--- config.mk ---
export PLATFORM = sky130hd
export DESIGN_NAME = elevator_ctrl
export DESIGN_NICKNAME = d
export VERILOG_FILES = /design/src/rtl/elev_pkg.sv /design/src/rtl/elev_timer.sv /design/src/rtl/elevator_ctrl.sv
export SDC_FILE = /design/constraint.sdc
export NUM_CORES = 1
export LEC_CHECK = 0
export CAP_MARGIN = 20
export CORE_ASPECT_RATIO = 1.25
export CORE_MARGIN = 2
export CORE_UTILIZATION = 55
export CTS_CLUSTER_SIZE = 30
export DETAILED_ROUTE_END_ITERATION = 10
export PLACE_DENSITY_LB_ADDON = 0.1
export SLEW_MARGIN = 25
export SYNTH_ARGS = -nofsm -noshare
export SYNTH_HDL_FRONTEND = slang
export SYNTH_HIERARCHICAL = 1
export SYNTH_SLANG_ARGS = --single-unit
export TNS_END_PERCENT = 10
--- constraint.sdc ---
create_clock -name clk -period 3.45 [get_ports clk]
set_input_delay 0.69 -clock clk [delete_from_list [all_inputs] [get_ports clk]]
set_output_delay 0.69 -clock clk [all_outputs]
set_load 0.1 [all_outputs]
--- src/rtl/elev_pkg.sv ---
// Shared types and helpers for the elevator controller.
package elev_pkg;

    typedef enum logic [1:0] {
        IDLE = 2'd0,
        MOVE = 2'd1,
        DOOR = 2'd2,
        HALT = 2'd3
    } elev_state_t;

    // Width of a floor index; never narrower than one bit.
    function automatic int unsigned floor_w(input int unsigned n);
        return (n > 1) ? $clog2(n) : 1;
    endfunction

endpackage

--- src/rtl/elev_timer.sv ---
// Loadable down-counter shared by the travel and door phases.
module elev_timer #(
    parameter int unsigned W = 32
) (
    input  logic         clk,
    input  logic         reset,
    input  logic         load,
    input  logic         enable,
    input  logic [W-1:0] load_val,
    output logic         done
);

    logic [W-1:0] count_q, count_d;
    logic         done_q;

    // Load wins over counting; the counter parks at zero.
    always_comb begin
        count_d = count_q;
        if (load) begin
            count_d = load_val;
        end else if (enable && (count_q != '0)) begin
            count_d = count_q - W'(1);
        end
    end

    // done mirrors count == 0 without a combinational path to the consumer.
    always_ff @(posedge clk) begin
        if (reset) begin
            count_q <= '0;
            done_q  <= 1'b1;
        end else begin
            count_q <= count_d;
            done_q  <= (count_d == '0);
        end
    end

    assign done = done_q;

endmodule

--- src/rtl/elevator_ctrl.sv ---
// Single-car elevator controller: call latching, up-first sweep policy,
// door dwell and optional emergency halt (enabled by defining ELEV_ESTOP_EN).
module elevator_ctrl
    import elev_pkg::*;
#(
    parameter int unsigned NUM_FLOORS      = 4,
    parameter int unsigned TICKS_PER_FLOOR = 200_000_000,
    parameter int unsigned DOOR_TICKS      = 300_000_000
) (
    input  logic                             clk,
    input  logic                             reset,
    input  logic [NUM_FLOORS-1:0]            req,
    input  logic                             estop,
    output logic [floor_w(NUM_FLOORS)-1:0]   floor,
    output logic                             drc,
    output logic                             starter,
    output logic                             stop,
    output logic [NUM_FLOORS-1:0]            pending
);

    localparam int unsigned FW        = floor_w(NUM_FLOORS);
    localparam int unsigned MAX_TICKS = (TICKS_PER_FLOOR > DOOR_TICKS) ? TICKS_PER_FLOOR : DOOR_TICKS;
    localparam int unsigned TW        = $clog2(MAX_TICKS + 1);
    localparam logic [TW-1:0] TRAVEL_LOAD = TW'(TICKS_PER_FLOOR - 1);
    localparam logic [TW-1:0] DOOR_LOAD   = TW'(DOOR_TICKS - 1);

    elev_state_t           state_q, state_d;
    elev_state_t           halt_ret_q, halt_ret_d;
    logic [FW-1:0]         floor_q, floor_d;
    logic                  drc_q, drc_d;
    logic                  starter_q, starter_d;
    logic                  stop_q, stop_d;
    logic [NUM_FLOORS-1:0] pending_q, pending_d;

    logic                  tmr_load, tmr_en, tmr_done;
    logic [TW-1:0]         tmr_load_val;
    logic                  estop_c;
    logic                  above_c, below_c, ahead_c, behind_c;
    logic [NUM_FLOORS-1:0] here_c;
    logic [FW-1:0]         next_floor_c;

`ifdef ELEV_ESTOP_EN
    assign estop_c = estop;
`else
    logic unused_estop;
    assign unused_estop = estop;
    assign estop_c      = 1'b0;
`endif

    elev_timer #(.W(TW)) u_timer (
        .clk      (clk),
        .reset    (reset),
        .load     (tmr_load),
        .enable   (tmr_en),
        .load_val (tmr_load_val),
        .done     (tmr_done)
    );

    // Call geometry relative to the car: above/below, ahead/behind, next stop.
    always_comb begin
        above_c = 1'b0;
        below_c = 1'b0;
        here_c  = '0;
        for (int unsigned i = 0; i < NUM_FLOORS; i++) begin
            if (i > 32'(floor_q)) above_c = above_c | pending_q[i];
            if (i < 32'(floor_q)) below_c = below_c | pending_q[i];
        end
        here_c[floor_q] = 1'b1;
        ahead_c      = drc_q ? above_c : below_c;
        behind_c     = drc_q ? below_c : above_c;
        next_floor_c = drc_q ? (floor_q + FW'(1)) : (floor_q - FW'(1));
    end

    // Next-state, call latching and timer control.
    always_comb begin
        state_d      = state_q;
        halt_ret_d   = halt_ret_q;
        floor_d      = floor_q;
        drc_d        = drc_q;
        pending_d    = pending_q | req;
        tmr_load     = 1'b0;
        tmr_load_val = TRAVEL_LOAD;
        tmr_en       = (state_q == MOVE) || (state_q == DOOR);

        // A call at the floor the car is parked at is served, not latched.
        if ((state_q == IDLE) || (state_q == DOOR)) begin
            pending_d = pending_q | (req & ~here_c);
        end

        if (estop_c && (state_q != HALT)) begin
            state_d    = HALT;
            halt_ret_d = state_q;
        end else begin
            case (state_q)
                IDLE: begin
                    if (req[floor_q] || pending_q[floor_q]) begin
                        state_d      = DOOR;
                        pending_d    = pending_d & ~here_c;
                        tmr_load     = 1'b1;
                        tmr_load_val = DOOR_LOAD;
                    end else if (above_c) begin
                        state_d  = MOVE;
                        drc_d    = 1'b1;
                        tmr_load = 1'b1;
                    end else if (below_c) begin
                        state_d  = MOVE;
                        drc_d    = 1'b0;
                        tmr_load = 1'b1;
                    end
                end
                MOVE: begin
                    if (tmr_done) begin
                        floor_d  = next_floor_c;
                        tmr_load = 1'b1;
                        if (pending_q[next_floor_c] || req[next_floor_c]) begin
                            state_d                 = DOOR;
                            pending_d[next_floor_c] = 1'b0;
                            tmr_load_val            = DOOR_LOAD;
                        end
                    end
                end
                DOOR: begin
                    if (req[floor_q]) begin
                        tmr_load     = 1'b1;
                        tmr_load_val = DOOR_LOAD;
                    end else if (tmr_done) begin
                        if (ahead_c) begin
                            state_d  = MOVE;
                            tmr_load = 1'b1;
                        end else if (behind_c) begin
                            state_d  = MOVE;
                            drc_d    = ~drc_q;
                            tmr_load = 1'b1;
                        end else begin
                            state_d = IDLE;
                        end
                    end
                end
                HALT: begin
                    if (!estop_c) state_d = halt_ret_q;
                end
                default: state_d = IDLE;
            endcase
        end

        starter_d = (state_d == MOVE);
        stop_d    = (state_d == DOOR) || (state_d == HALT);
    end

    // State and registered outputs; reset overrides calls and estop.
    always_ff @(posedge clk) begin
        if (reset) begin
            state_q    <= IDLE;
            halt_ret_q <= IDLE;
            floor_q    <= '0;
            drc_q      <= 1'b1;
            starter_q  <= 1'b0;
            stop_q     <= 1'b0;
            pending_q  <= '0;
        end else begin
            state_q    <= state_d;
            halt_ret_q <= halt_ret_d;
            floor_q    <= floor_d;
            drc_q      <= drc_d;
            starter_q  <= starter_d;
            stop_q     <= stop_d;
            pending_q  <= pending_d;
        end
    end

    assign floor   = floor_q;
    assign drc     = drc_q;
    assign starter = starter_q;
    assign stop    = stop_q;
    assign pending = pending_q;

endmodule

==> summary.md <==
| Metric | Value |
|---|---|
| Overflow after GRT | 0 |
| RePlAce Congestion | 1.015 |
| Switch share | 50.38% |
| Peak supply drop | 0.0006507 V |
| Peak Freq | 296.7 MHz |
| Layout cells sized above 1 | 20.13% |
| Combinational Power Share | 73.6% |
| CP Capture Point | u_timer/done |
| ANT nets after route | 0 |
| Worst reg2reg path depth | 15 |
| Leak | 1.511 nW |
| Yosys warns | 6 |
| Cell variety after synth | 77 |
| Hold WC Path Type | reg2reg |
| Mapped Cells | 384 |
| DIE HEIGHT | 87.90 um |
| Final min period | 3.370 ns |
| Core area | 5443 um2 |
| Slew Viols, Final | 0 |
| Final net count | 469 |
| Die ar. | 6251 um2 |
| CTS Buf Count | 5 |
| Root buf cell | clkbuf_8 |
| Setup CP Type | in2reg |
| Final instance area | 3784 um2 |
| Vias in the first global route | 2970 |
| Drt wl/cell | 16.59 um |
| Min-Delay Path Depth | 2 |
| Initial antenna violation count | 0 |
| Max Cap Viol | 0 |
| Pwr dens | 1164 nW/um2 |
| Asr flop ratio synth | 0% |
| Initial drt markers | 130 |
| Die width | 71.12 um |
| First-pass iteration count of the detailed router | 4 |
| Diodes inserted | 0 |
| Pin count of the biggest net entering global routing | 22 |
| Worst EP arrival | 3.55 ns |
| CP Data Required Time | 3.63 ns |
| RR Startpoint | floor[0] |
| I/O pins | 16 |
| Number of port buffers | 14 |
| CTS tree | built |
| Final WL | 8.562 mm |
| Site Rows | 30 |
| P&R area growth vs syn | 22.18% |
| Sequential share of power | 19.4% |
| First-pass GRT wire length | 14.18 mm |
| CTS Hold Bufs | 0 |
| Psw | 2.219 mW |
| Clock latency on the worst-skew pair | 0.30 ns |
| Synthesized flop and latch total | 40 |
| Top_reg_cell synth | dfxtp_1 |
| Clock Path Buffers | 2 |
| Critical path capture point type | flop |
| FF-to-FF setup slack | 0.11 ns |
| Final Power | 4.405 mW |
| Sequential share of the synthesized area | 25.86% |
| # setup viols final | 0 |
| Clk slew on worst S/H paths | 0.08 ns |
| # DRC | 0 |
| Max transition margin | 35.12% |
| Critical path origin | req[1] |
| H-tree Lvls | 2 |
| GRT Overall Usage | 28.52% |
| Outcome | completed |
| Post-synth EDFFs | 0 |
| DR vias/cell | 6.120 |
| Post-DP Area | 3627 um2 |
| Sink Count | 40 |
| Clock share of power | 7.0% |
| Final worst-path cycle share | 97.69% |
| Clk_skew | 0.009774 ns |
| Startpoint types | primary input |
| FF-to-FF End | u_timer/done |
| Slew @ Worst Pin | 0.9701 ns |
| Via count | 3158 |
| Synthesized area | 3097 um2 |
| Post-DP HPWL | 6.630 mm |
| Initial Util | 56.90% |
| Mean Syn Cell Area | 8.064 um2 |
| CP max FO | 8 |
| P_int | 2.186 mW |
| Final Hold Vio Count | 0 |
[stage by stage]
step	util (%)	TNS, ns	instances	worst slack [ns]	hold slack [ns]
final	69.52	0	516	0.07972	0.5597
after global routing	69.52	-0.0004368	516	-0.0004368	0.5818
after CTS	68.25	0	513	0.04983	0.5933
after detailed placement	66.64	-0.2052	505	-0.2052	0.5835
after global placement	66.64	-0.1086	505	-0.1086	0.5570
after floorplan	-	0	405	0.003798	0.5472
[cells in the mapped netlist (3+ instances only)]
master    number  area [um2]
buf_6          3       33.78
nor2_1        35       131.4
mux2_2         3       33.78
nand2b_1       4       25.02
o311ai_0       3       26.28
or4_1         10       75.07
a211oi_1       4       30.03
inv_1         22       82.58
nand2_1       23       86.33
nor3_1        14       70.07
a22oi_1        3       22.52
a31oi_1        9       56.30
nand4b_1       3       26.28
dfxtp_1       40       800.8
o211ai_1       7       52.55
xor2_1         9       78.83
nor2b_1       11       68.82
clkbuf_1      15       56.30
mux2i_1        7       70.07
xnor2_1        8       70.07
a311oi_1       5       43.79
a21oi_1       24       120.1
and4_1         3       26.28
o21ai_0       14       70.07
or2_2          4       25.02
nor4_1        12       75.07
or3_1          8       50.05
nand3_1        9       45.04
o21a_1         3       22.52
ha_1          11       137.6
[how the worst min path moves through the flow]
stage,startpoint,endpoint,slack [ns]
5_1_grt,floor[1],floor[1],0.58
4_1_cts,pending[2],pending[2],0.59
3_3_place_gp,pending[2],pending[2],0.56
3_5_place_dp,pending[1],pending[1],0.58
6_report,floor[1],floor[1],0.56
2_1_floorplan,u_timer/count_q[18],u_timer/count_q[18],0.55
[sequential cells by signal, summed over array words and instances, names as in the netlist]
signal	flops
state_q	2
pending	4
starter	1
floor	2
u_timer/count_q	29
u_timer/done	1
drc	1
[cell type report]
type	count	area [um2]
clock buffers	7	76.32
clock inverters	1	5.005
fillers	451	1659
inverters	22	86.33
multi-input cells	322	2252
flip-flops and latches	40	809.5
well taps	64	80.08
repair buffers	60	474.2
[timing repair]
action	CTS	global route
cloned	0	0
resized for setup	1	9
setup buffers	0	3
endpoints found under the setup margin	1	1
pin swaps	0	4
[cells in the final DEF, fill, tap and decap left out, drive strengths merged, types with 3 or more instances in the layout]
cell type / count
a2111oi: 4
a211oi: 4
a21boi: 3
a21oi: 24
a22oi: 3
a311oi: 5
a31oi: 9
and4: 3
buf: 52
clkbuf: 7
clkdlybuf4s50: 8
conb: 23
dfxtp: 40
ha: 11
inv: 21
mux2: 4
mux2i: 7
nand2: 24
nand2b: 4
nand3: 9
nand4b: 3
nor2: 35
nor2b: 11
nor3: 14
nor4: 12
o211ai: 7
o21a: 3
o21ai: 17
o311ai: 4
or2: 4
or3: 8
or4: 12
or4b: 4
xnor2: 8
xor2: 9
[metal layers]
metal	GRT usage, %	vias to the layer above	routed length [um]
met5	0	-	0
met3	3.913	20	333
met1	32.16	1483	3445
met4	11.15	0	234
li1	-	1558	-
met2	53.95	97	4548
[power by group through the flow]
stage | logic, mW | clock network [mW] | registers [mW]
floorplan | 1.87 | 0 | 1.01
global placement | 3.02 | 0 | 0.848
detailed placement | 3.09 | 0 | 0.855
CTS | 3.11 | 0.313 | 0.848
global route | 3.52 | 0.334 | 0.885
finish | 3.24 | 0.307 | 0.856
[critical path: stages]
cell	delay, ns
clkdlybuf4s50_1	0.44
mux4_2	0.49
buf_4	0.18
o21ai_4	0.18
a41oi_4	0.16
buf_6	0.18
buf_4	0.14
or4_1	0.52
nand3_1	0.15
nor4_4	0.07
and4_1	0.18
a31o_1	0.18
[kinds of logic (layout without fill, tap and decap cells)]
family | Yosys count | in the layout | share of synthesized area, %
other cells | 2 | 23 | 0.2425
xor+xnor | 17 | 17 | 4.808
fa+ha+maj | 11 | 11 | 4.444
flops | 40 | 40 | 25.86
simple gates | 155 | 155 | 28.36
mux | 13 | 13 | 5.293
buf+inv | 43 | 90 | 6.020
compound gates | 103 | 103 | 24.97
(Power assumes the default switching activity.)
